<file path="config.mk">
export PLATFORM = sky130hd
export DESIGN_NAME = demux3w_1to5_reg
export DESIGN_NICKNAME = d
export VERILOG_FILES = /design/src/rtl/demux3w_1to5_reg_pkg.sv /design/src/rtl/demux3w_1to5_reg_edge_detect_rise.sv /design/src/rtl/demux3w_1to5_reg.sv
export SDC_FILE = /design/constraint.sdc
export NUM_CORES = 1
export LEC_CHECK = 0
export ABC_CLOCK_PERIOD_IN_PS = 1500
export CAP_MARGIN = 20
export CORE_MARGIN = 3
export CORE_UTILIZATION = 44
export DETAILED_ROUTE_END_ITERATION = 10
export PLACE_DENSITY = 0.79
export SYNTH_ARGS = -nofsm -noshare
export SYNTH_HDL_FRONTEND = slang
export SYNTH_SLANG_ARGS = --single-unit
export TNS_END_PERCENT = 100
</file>
<file path="constraint.sdc">
create_clock -name CLOCK_50 -period 1.5 [get_ports CLOCK_50]
set_input_delay 0.3 -clock CLOCK_50 [delete_from_list [all_inputs] [get_ports CLOCK_50]]
set_output_delay 0.3 -clock CLOCK_50 [all_outputs]
set_load 0.02 [all_outputs]
</file>
<file path="src/rtl/demux3w_1to5_reg_pkg.sv">
// Shared constants, FSM encoding and helpers for the registered 1-to-5 demux.
// The optional auto-scan feature is enabled with the DEMUX_SCAN_EN macro.
package demux3w_1to5_reg_pkg;

    localparam int NUM_CH = 5;
    localparam int SEL_W  = 3;

    typedef enum logic {
        IDLE = 1'b0,
        SCAN = 1'b1
    } state_t;

    function automatic logic sel_valid(input logic [SEL_W-1:0] s);
        return s < SEL_W'(NUM_CH);
    endfunction

endpackage

</file>
<file path="src/rtl/demux3w_1to5_reg_edge_detect_rise.sv">
// One-flop rising-edge detector with async active-low reset.
// A level that is high in the first cycle after reset counts as an edge.
module edge_detect_rise (
    input  logic clk,
    input  logic rst_n,
    input  logic d,
    output logic rise
);

    logic q;

    always_ff @(posedge clk or negedge rst_n) begin
        if (!rst_n) begin
            q <= 1'b0;
        end else begin
            q <= d;
        end
    end

    assign rise = d & ~q;

endmodule

</file>
<file path="src/rtl/demux3w_1to5_reg.sv">
// Registered 3-bit 1-to-5 demux: wr rising edge routes data_in to channel sel.
// Define DEMUX_SCAN_EN to add the timed auto-scan mode (SCAN state).
module demux3w_1to5_reg
    import demux3w_1to5_reg_pkg::*;
#(
    parameter int WIDTH    = 3,
    parameter int SCAN_DIV = 50000000
) (
    input  logic                      CLOCK_50,
    input  logic                      KEY0,
    input  logic [WIDTH-1:0]          data_in,
    input  logic [SEL_W-1:0]          sel,
    input  logic                      wr,
    input  logic                      scan,
    output logic [NUM_CH*WIDTH-1:0]   ch_out,
    output logic [SEL_W-1:0]          last_sel,
    output logic                      wr_ack,
    output logic                      err
);

    logic                     wr_ev;
    logic                     we;
    logic [SEL_W-1:0]         wsel;
    logic                     err_n;
    logic [NUM_CH*WIDTH-1:0]  ch_q;
    logic [SEL_W-1:0]         last_q;
    logic                     ack_q;
    logic                     err_q;
    logic                     tick;

    edge_detect_rise u_wr_edge (
        .clk   (CLOCK_50),
        .rst_n (KEY0),
        .d     (wr),
        .rise  (wr_ev)
    );

`ifdef DEMUX_SCAN_EN
    localparam int CNT_W = (SCAN_DIV > 2) ? $clog2(SCAN_DIV) : 1;
    localparam logic [CNT_W-1:0] CNT_MAX = CNT_W'(SCAN_DIV - 1);
    localparam logic [SEL_W-1:0] PTR_MAX = SEL_W'(NUM_CH - 1);

    state_t            state;
    state_t            state_n;
    logic [CNT_W-1:0]  cnt;
    logic [SEL_W-1:0]  ptr;

    assign tick = (state == SCAN) && scan && (cnt == CNT_MAX);

    always_comb begin
        state_n = state;
        unique case (state)
            IDLE: if (scan)  state_n = SCAN;
            SCAN: if (!scan) state_n = IDLE;
            default: state_n = IDLE;
        endcase
    end

    // The pointer advances on every tick, even one dropped for a manual write.
    always_ff @(posedge CLOCK_50 or negedge KEY0) begin
        if (!KEY0) begin
            state <= IDLE;
            cnt   <= '0;
            ptr   <= '0;
        end else begin
            state <= state_n;
            if ((state == SCAN) && scan) begin
                cnt <= tick ? '0 : cnt + 1'b1;
                if (tick) begin
                    ptr <= (ptr == PTR_MAX) ? '0 : ptr + 1'b1;
                end
            end else begin
                cnt <= '0;
                ptr <= '0;
            end
        end
    end
`else
    logic unused_cfg;

    assign tick       = 1'b0;
    assign unused_cfg = scan ^ (SCAN_DIV < 2);
`endif

    always_comb begin
        we    = 1'b0;
        wsel  = '0;
        err_n = err_q;
        if (wr_ev) begin
            if (sel_valid(sel)) begin
                we    = 1'b1;
                wsel  = sel;
                err_n = 1'b0;
            end else begin
                err_n = 1'b1;
            end
        end else if (tick) begin
            we = 1'b1;
`ifdef DEMUX_SCAN_EN
            wsel = ptr;
`endif
        end
    end

    always_ff @(posedge CLOCK_50 or negedge KEY0) begin
        if (!KEY0) begin
            ch_q   <= '0;
            last_q <= '0;
            ack_q  <= 1'b0;
            err_q  <= 1'b0;
        end else begin
            for (int k = 0; k < NUM_CH; k++) begin
                if (we && (wsel == SEL_W'(k))) begin
                    ch_q[k*WIDTH +: WIDTH] <= data_in;
                end
            end
            if (we) begin
                last_q <= wsel;
            end
            ack_q <= we;
            err_q <= err_n;
        end
    end

    assign ch_out   = ch_q;
    assign last_sel = last_q;
    assign wr_ack   = ack_q;
    assign err      = err_q;

endmodule

</file>
# [After elaboration in Yosys (flattened, before gate mapping)]
# Cells that the tools add are included.
[classes] order_cmp=1 n_eq_ne=4 muxes=5 bitwise_logic=2 n_reduce_logical=6
[op_table] op="3-bit by 2-bit == test with 1-bit output (second input constant)" count=2
[op_table] op="3-bit two-way mux" count=2
[op_table] op="1-bit logical AND" count=5
[op_table] op="3-bit by 1-bit == test with 1-bit output (second input constant)" count=1
[op_table] op="3-bit == test (second input constant)" count=1
[op_table] op="3-bit zero test" count=1
[op_table] op="3-bit less-than comparator (second input constant)" count=1
[op_table] op="1-bit two-way mux" count=3
[op_table] op="1-bit bitwise AND" count=1
[op_table] op="1-bit inverter" count=1
[word_totals] register_bits=21 in_bits=10 output_inout_bits=20 word_cells=27

# [Depth between registers and ports, before layout]
# Gate-level depths: netlist of the first run.
[depth] depth_word=5 mapped_depth=4 ltp_nobuf=3

# [Hierarchy]
# Synthesis of the first run repeated with hierarchy kept, for this count alone.
[unflattened] cells_unflattened=57 hier_area_um2=924.6
[by_module_without_submodules] mod="demux3w_1to5_reg" instances=1 cells_per_inst=55 area_per_inst_um2=885.8 seq_area_each_um2=500.5
[by_module_without_submodules] mod="edge_detect_rise" instances=1 cells_per_inst=2 area_per_inst_um2=38.8 seq_area_each_um2=25.0

# [Worst setup path before layout of the first run]
# Ideal clock, no wire load.
[synth_timing] kind="register to register" from="register u_wr_edge.q" to="register ch_q[12] (netlist: ch_out[12])" setup_time_ps=125 arrival_ps=1129 t_required_ps=1375 slack_ps=246 stages_incl_launch_ff=4 n_path_buf=0 synth_period_minus_slack_ps=1254 cell_sequence="dfrtp_1 -> nor3_4 -> and3_4 -> mux2_2"
[synth_between] elab_chain_len=5 word_cells_on_any_way=6 cone_classes="eq/ne: 1; mux: 2; bitwise: 2; reduce/logical: 1"
[synth_rtl] item="start: declaration" line="demux3w_1to5_reg_edge_detect_rise.sv:10" text="logic q;"
[synth_rtl] item="start signal: assignment" line="demux3w_1to5_reg_edge_detect_rise.sv:14" text="q <= 1'b0;"
[synth_rtl] item="start signal: assignment" line="demux3w_1to5_reg_edge_detect_rise.sv:16" text="q <= d;"
[synth_rtl] item="1-bit inverter (*)" line="demux3w_1to5_reg_edge_detect_rise.sv:20" text="assign rise = d & ~q;"
[synth_rtl] item="1-bit bitwise AND (*)" line="demux3w_1to5_reg_edge_detect_rise.sv:20"
[synth_rtl] item="3-bit two-way mux" line="demux3w_1to5_reg.sv:89" text="if (wr_ev) begin"
[synth_rtl] item="3-bit == test" line="demux3w_1to5_reg.sv:113" text="if (we && (wsel == SEL_W'(k))) begin"
[synth_rtl] item="1-bit logical AND (*)" line="demux3w_1to5_reg.sv:113"
[synth_rtl] item="end signal: indexed assignment" line="demux3w_1to5_reg.sv:114" text="ch_q[k*WIDTH +: WIDTH] <= data_in;"
[synth_rtl] item="end: declaration" line="demux3w_1to5_reg.sv:25" text="logic [NUM_CH*WIDTH-1:0] ch_q;"
# Mark *: on every way between the ends. The rest lies on a longest branch, timed or not.
# A chain may end at the register's enable or synchronous reset.

# [Worst setup path after layout of the first run]
[layout_timing] from="input sel[0]" to="register ch_q[14] (netlist: ch_out[14])"
[layout_between] elab_chain_len=5 word_cells_on_any_way=7 cone_classes="order compare: 1; eq/ne: 1; mux: 4; reduce/logical: 1"
[layout_rtl] item="start: declaration" line="demux3w_1to5_reg.sv:12" text="input logic [SEL_W-1:0] sel,"
[layout_rtl] item="3-bit less-than comparator" line="demux3w_1to5_reg_pkg.sv:14" text="return s < SEL_W'(NUM_CH);"
[layout_rtl] item="3-bit two-way mux" line="demux3w_1to5_reg.sv:90" text="if (sel_valid(sel)) begin"
[layout_rtl] item="3-bit two-way mux" line="demux3w_1to5_reg.sv:89"
[layout_rtl] item="3-bit == test" line="demux3w_1to5_reg.sv:113"
[layout_rtl] item="1-bit logical AND (*)" line="demux3w_1to5_reg.sv:113"
# Marked as above.

==> results.py, run 1 <==
metrics = {
    "finish": {
        "diodes": 0,
        "finalNonFillerCells": 127,
        "syn_to_final_growth_pct": 42.4,
        "final_common_cell": "dfrtp_1",
        "fin_nets": 113,
        "final_cell_mix": "dfrtp_1 (21), dlygate4sd2_1 (20), mux2_2 (12)",
        "drive_above_1_share": 0.353,
    },
    "critical_path": {
        "required_ps": 1700,
        "endpoint_kind": "flip-flop",
        "crit_arrival_ps": 1660,
        "path_class": "primary input to flip-flop",
        "worstPathMaxFanout": 5,
        "crit_path_start_kind": "primary input",
    },
    "floorplanning": {
        "initial_core_util": 0.491,
        "die_w_um": 51.1,
        "design.die.area_um2": 2610,
        "rows": 15,
        "core_um2": 1820,
        "die_h_um": 51.1,
        "boundaryPins": 30,
    },
    "synth": {
        "syn_area_per_cell_um2": 14.7,
        "netlist_instances": 61,
        "yosysTopAreaCell": "dfrtp_1",
        "syn_area_um2": 895,
        "yosysSeqAreaShare": 0.587,
        "synth-warning-count": 0,
        "yosys_register_bits": 21,
        "synth.area.top_cells": "dfrtp_1 (59%), mux2_2 (15%), mux2_4 (5.0%), nor2_1 (2.1%), a2bb2oi_1 (2.0%)",
        "synth.distinct_cells": 19,
        "syn_nets": 71,
        "synth.top_cell.area_share": 0.587,
    },
    "timing": {
        "hold_viol_final": 0,
        "setup_ws_ps": 40.3,
        "setup_violations": 0,
        "period_needed_ps": 1460,
        "maxSlewHeadroom": 0.811,
        "skew_ps": 3.41,
        "worst_pin_slew_ps": 282,
        "fmaxAchievable_ghz": 0.685,
        "fin_crit_sh": 0.973,
        "rsz0062_at_grt": "no",
        "drv_slew": 0,
        "finalHoldWorstSlack_ps": 317,
    },
    "detailed_routing": {
        "vias_per_cell": 4.85,
        "postRouteAntennaNets": 0,
        "wl_per_cell_um": 15.2,
        "wirelength_mm": 1.93,
        "drt-pass1-iter-count": 3,
        "via_count": 616,
        "drt-initial-drc-count": 10,
        "drc": 0,
    },
    "global_routing": {
        "antenna_found_initial": 0,
        "grt_pass1_vias": 724,
        "grt_pass1_wl_mm": 3.41,
        "grt_max_degree": 22,
        "track_usage": 0.182,
        "overflow": 0,
    },
    "clock_network": {
        "h-tree-depth": 1,
        "cts_hold_buf": 0,
        "insertion_delay_ps": 300,
        "cts_sinks": 21,
        "cts_root_buffer": "clkbuf_4",
        "ctsLongestPathBuffers": 2,
        "path_clk_slew_ps": 110,
        "cts_tree": "done",
        "cts_buffers": 3,
    },
    "min_path": {
        "worst_hold_path_type": "primary input to asynchronous set/reset pin",
    },
    "power_and_ir_drop": {
        "vdd_drop_max_mv": 0.747,
        "power_leakage_uw": 0.000622,
        "powerDensity_nw_per_um2": 1180,
    },
    "placed_design": {
        "dp_slack_ps": -262,
        "gp_congestion": 0.732,
        "port-buffer-count": 28,
        "place_inst": 123,
        "dp_hpwl_mm": 1.52,
    },
    "job": {
        "drv_cap": 0,
    },
    "run_status": {
        "outcome": "completed",
    },
}
-- per-stage QoR --
stage | setup TNS (ps) | area, um^2 | total power, uW | utilization
floorplan | 0 | 895 | 1020 | -
global placement | -2550 | 1270 | 1320 | 0.699
detailed placement | -2880 | 1270 | 1340 | 0.699
CTS | 0 | 1270 | 1520 | 0.700
global route | 0 | 1270 | 1600 | 0.700
finish | 0 | 1270 | 1510 | 0.700
-- final cells by class --
| type | count | area [um^2] |
|---|---|---|
| clock buffers | 4 | 26.3 |
| well taps | 25 | 31.3 |
| multi-input cells | 38 | 353 |
| fillers | 158 | 547 |
| repair buffers | 39 | 338 |
| flip-flops and latches | 21 | 526 |
-- power by group --
part           switching, uW  internal, uW
combinational            266           241
clock                    163           104
sequential              54.8           678
total                    484          1020
-- Yosys cell counts, drive strengths merged --
master   count
a21oi        3
a2bb2oi      2
and3         1
and4bb       1
buf          2
dfrtp       21
mux2        15
nand2        4
nand3        1
nand4b       1
nor2         5
nor2b        2
nor3         1
o21a         1
or2b         1
-- flip-flops by register name, summed over array words and instances, names as in the netlist --
register     count
ch_out          15
err              1
last_sel         3
u_wr_edge.q      1
wr_ack           1
-- cells by family after synthesis --
| logic type | share of synthesized area |
|---|---|
| flops | 0.587 |
| buf+inv | 0.0182 |
| simple gates | 0.148 |
| compound gates | 0.0448 |
| mux | 0.201 |
-- critical path, stage by stage --
cell	delay, ps
clkdlybuf4s50_1	540
nor3_4	250
and3_4	230
mux2_2	340
-- layer usage --
layer | up-vias | global-route usage | routed length [um]
li1 | 298 | - | -
met1 | 300 | 0.223 | 806
met2 | 13 | 0.292 | 999
met3 | 5 | 0.0466 | 79
met4 | 0 | 0.0987 | 47
met5 | - | 0 | 0
-- path summary, 6_finish.rpt --
kind / from / to / slack [ps] / cells past startpoint
hold / removal: KEY0 / ch_out[0] / 320 / 2
max in group asynchronous: KEY0 / u_wr_edge.q / 970 / 2
hold reg to reg: err / err / 500 / 2
setup / recovery: sel[0] / ch_out[14] / 40 / 4
setup reg to reg: u_wr_edge.q / ch_out[14] / 130 / 3
min in group CLOCK_50: err / err / 500 / 2
-- repair_timing --
action / CTS / global route
endpoints found under the hold margin: 0 / 0
setup buffers: 0 / 0
resized for setup: 20 / 0
endpoints found under the setup margin: 20 / 0
Power figures use the tool's default switching activity.
==> inputs of run 2 (changes only) <==
Settings changed: CORE_MARGIN 3 to unset.
==> run 2 against run 1 <==
  * Core utilization fell by 0.34 points
  * First-iteration DRC count decreased by 70%
  * Clock power is essentially flat
  * Clock-buffer cell count is 1 lower
  * Global-route usage down 0.38 points
  * Final area down 0.49%
  * Fmax rose by 1.7%
  * Critical path depth did not move
  * Wire length fell by 9.9%
  * Sequential share of layout area rose by 0.20 points
  * Sequential power is essentially flat
  * Critical path type unchanged
==> results.py, run 2 (same netlist as run 1, synthesis figures left out) <==
metrics = {
    "run_status": {
        "outcome": "completed",
    },
    "timing": {
        "worst_pin_slew_ps": 287,
        "hold_viol_final": 0,
        "skew_ps": 1.03,
        "setup_violations": 0,
        "maxSlewHeadroom": 0.808,
        "fin_setup_tns_ps": 0,
        "fmaxAchievable_ghz": 0.697,
        "drv_slew": 0,
        "fin_crit_sh": 0.957,
        "period_needed_ps": 1440,
        "rsz0062_at_grt": "no",
    },
    "finish": {
        "design_area_um2": 1270,
        "final_cell_mix": "dfrtp_1 (21), dlygate4sd2_1 (20), mux2_2 (12)",
        "syn_to_final_growth_pct": 41.7,
        "fin_nets": 112,
        "drive_above_1_share": 0.356,
        "nFillCells": 143,
        "diodes": 0,
        "seqCellArea_um2": 526,
        "final_common_cell": "dfrtp_1",
        "multi_input_area_um2": 353,
        "largest_register_ffs": 15,
        "fin_util": 0.696,
    },
    "floorplanning": {
        "die_w_um": 47.1,
        "core_um2": 1820,
        "initial_core_util": 0.491,
        "rows": 15,
        "die_h_um": 47.1,
        "design.die.area_um2": 2220,
        "boundaryPins": 30,
    },
    "detailed_routing": {
        "drt-pass1-iter-count": 3,
        "wl_per_cell_um": 13.8,
        "postRouteAntennaNets": 0,
        "wirelength_mm": 1.74,
        "drt-initial-drc-count": 3,
        "drc": 0,
        "vias_per_cell": 4.85,
        "via_count": 611,
    },
    "critical_path": {
        "required_ps": 1700,
        "rr_endpoint": "ch_out[12]",
        "reg2reg_slack_ps": 170,
        "reg2regPathDepth": 3,
        "rr_startpoint": "u_wr_edge.q",
        "path_class": "primary input to flip-flop",
        "crit_arrival_ps": 1630,
        "endpoint_kind": "flip-flop",
        "worstPathMaxFanout": 5,
        "crit_path_start_kind": "primary input",
    },
    "clock_network": {
        "cts_buffers": 3,
        "h-tree-depth": 1,
        "insertion_delay_ps": 290,
        "cts_root_buffer": "clkbuf_4",
        "cts_resized": 20,
        "cts_hold_buf": 0,
        "ctsLongestPathBuffers": 2,
        "cts_sinks": 21,
        "path_clk_slew_ps": 120,
        "postCtsSetupBuffers": 0,
        "cts_tree": "done",
    },
    "global_routing": {
        "grt_pass1_wl_mm": 2.66,
        "overflow": 0,
        "grt_max_degree": 22,
        "track_usage": 0.178,
        "antenna_found_initial": 0,
        "grt_pass1_vias": 591,
    },
    "placed_design": {
        "port-buffer-count": 28,
        "gp_congestion": 0.773,
        "dpl_cell_area_um2": 1260,
        "dp_hpwl_mm": 1.33,
    },
    "job": {
        "drv_cap": 0,
    },
    "power_and_ir_drop": {
        "power_leakage_uw": 0.000620,
        "powerDensity_nw_per_um2": 1180,
        "vdd_drop_max_mv": 0.792,
    },
    "min_path": {
        "worst_hold_path_type": "primary input to asynchronous set/reset pin",
    },
}
-- run 2: changes by cell type in the layout (fill, tap and decap cells not counted), sizes merged --
cell,before,now
buf,11,10
clkbuf,4,3
clkinv,0,1
-- run 2: worst max-delay path by stage --
stage / from / endpoint
after global routing: sel[0] / ch_out[12]
after detailed placement: sel[0] / ch_out[12]
after global placement: sel[0] / ch_out[12]
after floorplan: sel[0] / ch_out[12]
after CTS: sel[0] / ch_out[12]
final: sel[0] / ch_out[12]
-- run 2: cell type report --
type | instances | share of cell area
flip-flops and latches | 21 | 0.415
multi-input cells | 38 | 0.278
repair buffers | 38 | 0.261
well taps | 25 | 0.0247
clock buffers | 3 | 0.0178
clock inverters | 1 | 0.00395
-- run 2: per-stage QoR --
stage	instances	power (uW)	setup slack, ps	hold slack (ps)
6_report	126	1500	64.6	322
5_1_grt	126	1570	31.6	345
4_1_cts	126	1510	75.5	331
3_5_place_dp	122	1330	-243	474
3_3_place_gp	122	1320	-230	458
2_1_floorplan	61	1020	246	4.41
-- run 2: power by group --
group	internal, uW	switching, uW	leakage [uW]
Clock	99.2	169	0.0000177
Combinational	239	258	0.000345
Sequential	678	53.9	0.000257
Total	1020	481	0.000620
-- run 2: per-layer routing --
metal,track usage,routed length (um)
met5,0,0
met4,0.0686,12
met3,0.0269,44
met2,0.314,891
met1,0.220,792
-- run 2: critical path, stage by stage --
cell and delay, ps:
clkdlybuf4s50_1 540, nor3_4 240, and3_4 230, mux2_2 330
==> inputs of run 3 (changes only) <==
Settings changed: ABC_CLOCK_PERIOD_IN_PS 1500 to 1650.
Clock period 1.5 ns to 1.65 ns, I/O delays scaled along.
==> run 3 against run 2 <==
  * Combinational power rose by 5.0%
  * Wire length rose by 2.6%
  * Final area rose by 2.0%
  * Critical path depth fell by 3
  * Clock-buffer cell count did not move
  * Sequential cell count did not move
  * Final cell count fell by 0.79%
==> results.py, run 3 (same netlist as run 1, synthesis figures left out) <==
metrics = {
    "run_status": {
        "outcome": "completed",
    },
    "detailed_routing": {
        "via_count": 616,
        "drt-pass1-iter-count": 5,
        "drc": 0,
        "wl_per_cell_um": 14.3,
        "wirelength_mm": 1.79,
        "vias_per_cell": 4.93,
        "postRouteAntennaNets": 0,
        "drt-initial-drc-count": 3,
    },
    "power_and_ir_drop": {
        "vdd_drop_max_mv": 0.727,
        "p_comb_frac": 0.364,
        "internal-power_uw": 993,
        "powerDensity_nw_per_um2": 1110,
        "p_switching_uw": 441,
        "power_frac_clock": 0.169,
        "seq_power_share": 0.467,
        "switching_share": 0.307,
        "total_power_uw": 1430,
        "power_leakage_uw": 0.000602,
    },
    "finish": {
        "fin_nets": 111,
        "final_common_cell": "clkdlybuf4s50_1",
        "diodes": 0,
        "largest_register_ffs": 15,
        "design_area_um2": 1290,
        "nFillCells": 140,
        "drive_above_1_share": 0.350,
        "fin_util": 0.710,
        "final_cell_mix": "clkdlybuf4s50_1 (25), dfrtp_1 (21), mux2_2 (12)",
        "syn_to_final_growth_pct": 44.5,
    },
    "critical_path": {
        "crit_path_start_kind": "flip-flop",
        "required_ps": 1320,
        "cp.buffers_inverters": 1,
        "max_stage_delay_ps": 610,
        "cp_slowest_cell": "clkdlybuf4s50_1",
        "crit_arrival_ps": 1290,
        "path_class": "flip-flop to output port",
        "endpoint_kind": "output port",
        "cp_top_family": "buffers and inverters",
        "worstPathMaxFanout": 2,
        "cp_cell_sequence": "clkdlybuf4s50_1",
    },
    "global_routing": {
        "antenna_found_initial": 0,
        "track_usage": 0.189,
        "overflow": 0,
        "grt_pass1_wl_mm": 2.76,
        "grt_max_degree": 22,
        "grt_pass1_vias": 607,
    },
    "timing": {
        "hold_viol_final": 0,
        "rsz0062_at_grt": "no",
        "period_needed_ps": 1620,
        "worst_pin_slew_ps": 272,
        "fmaxAchievable_ghz": 0.618,
        "setup_violations": 0,
        "fin_crit_sh": 0.981,
        "maxSlewHeadroom": 0.818,
        "skew_ps": 3.79,
        "drv_slew": 0,
    },
    "clock_network": {
        "postCtsSetupBuffers": 0,
        "insertion_delay_ps": 300,
        "cts_buffers": 3,
        "h-tree-depth": 1,
        "cts_resized": 0,
        "cts_root_buffer": "clkbuf_4",
        "cts_sinks": 21,
        "cts_tree": "done",
        "path_clk_slew_ps": 110,
        "ctsLongestPathBuffers": 2,
        "cts_hold_buf": 0,
    },
    "floorplanning": {
        "core_um2": 1820,
        "initial_core_util": 0.491,
        "design.die.area_um2": 2220,
        "boundaryPins": 30,
        "rows": 15,
        "die_h_um": 47.1,
        "die_w_um": 47.1,
    },
    "job": {
        "drv_cap": 0,
    },
    "placed_design": {
        "dpl_cell_area_um2": 1260,
        "gp_congestion": 0.796,
        "dp_hpwl_mm": 1.39,
        "port-buffer-count": 28,
    },
    "min_path": {
        "worst_hold_path_type": "primary input to asynchronous set/reset pin",
    },
}
run 3: worst paths after layout:
kind / depth (start not counted) / to / slack (ps) / startpoint
worst max-delay path: 1 / ch_out[7] / 30 / ch_out[7]
worst max register to register: 3 / ch_out[13] / 300 / u_wr_edge.q
worst min register to register: 2 / err / 510 / err
min in group CLOCK_50: 2 / err / 510 / err
worst min-delay path: 2 / ch_out[5] / 370 / KEY0
max in group asynchronous: 2 / ch_out[13] / 1070 / KEY0
run 3: power by group through the flow:
stage          Sequential, uW  Clock [uW]  Combinational (uW)
3_5_place_dp              681           0                 530
6_report                  670         242                 522
4_1_cts                   671         250                 531
3_3_place_gp              676           0                 519
5_1_grt                   680         263                 556
2_1_floorplan             805           0                 125
run 3: stage by stage:
step / hold WS (ps) / cells / TNS, ps / worst slack (ps)
finish: 372 / 125 / 0 / 31.3
detailed placement: 489 / 121 / -679 / -127
CTS: 374 / 125 / 0 / 5.61
floorplan: 34.4 / 61 / 0 / 366
global route: 387 / 125 / 0 / 1.26
global placement: 461 / 121 / -579 / -112
run 3: cell type report:
| type | count | area, um^2 | area share |
|---|---|---|---|
| flip-flops and latches | 21 | 526 | 0.407 |
| well taps | 25 | 31.3 | 0.0242 |
| repair buffers | 37 | 355 | 0.275 |
| clock inverters | 1 | 5.00 | 0.00387 |
| clock buffers | 3 | 22.5 | 0.0174 |
| multi-input cells | 38 | 353 | 0.273 |
run 3: layer usage:
metal | share of wire | up-vias | GRT usage
met3 | 0.031 | 2 | 0.0500
met2 | 0.55 | 12 | 0.308
met5 | 0 | - | 0
met4 | 0.0078 | 0 | 0.0857
li1 | - | 294 | -
met1 | 0.41 | 308 | 0.234
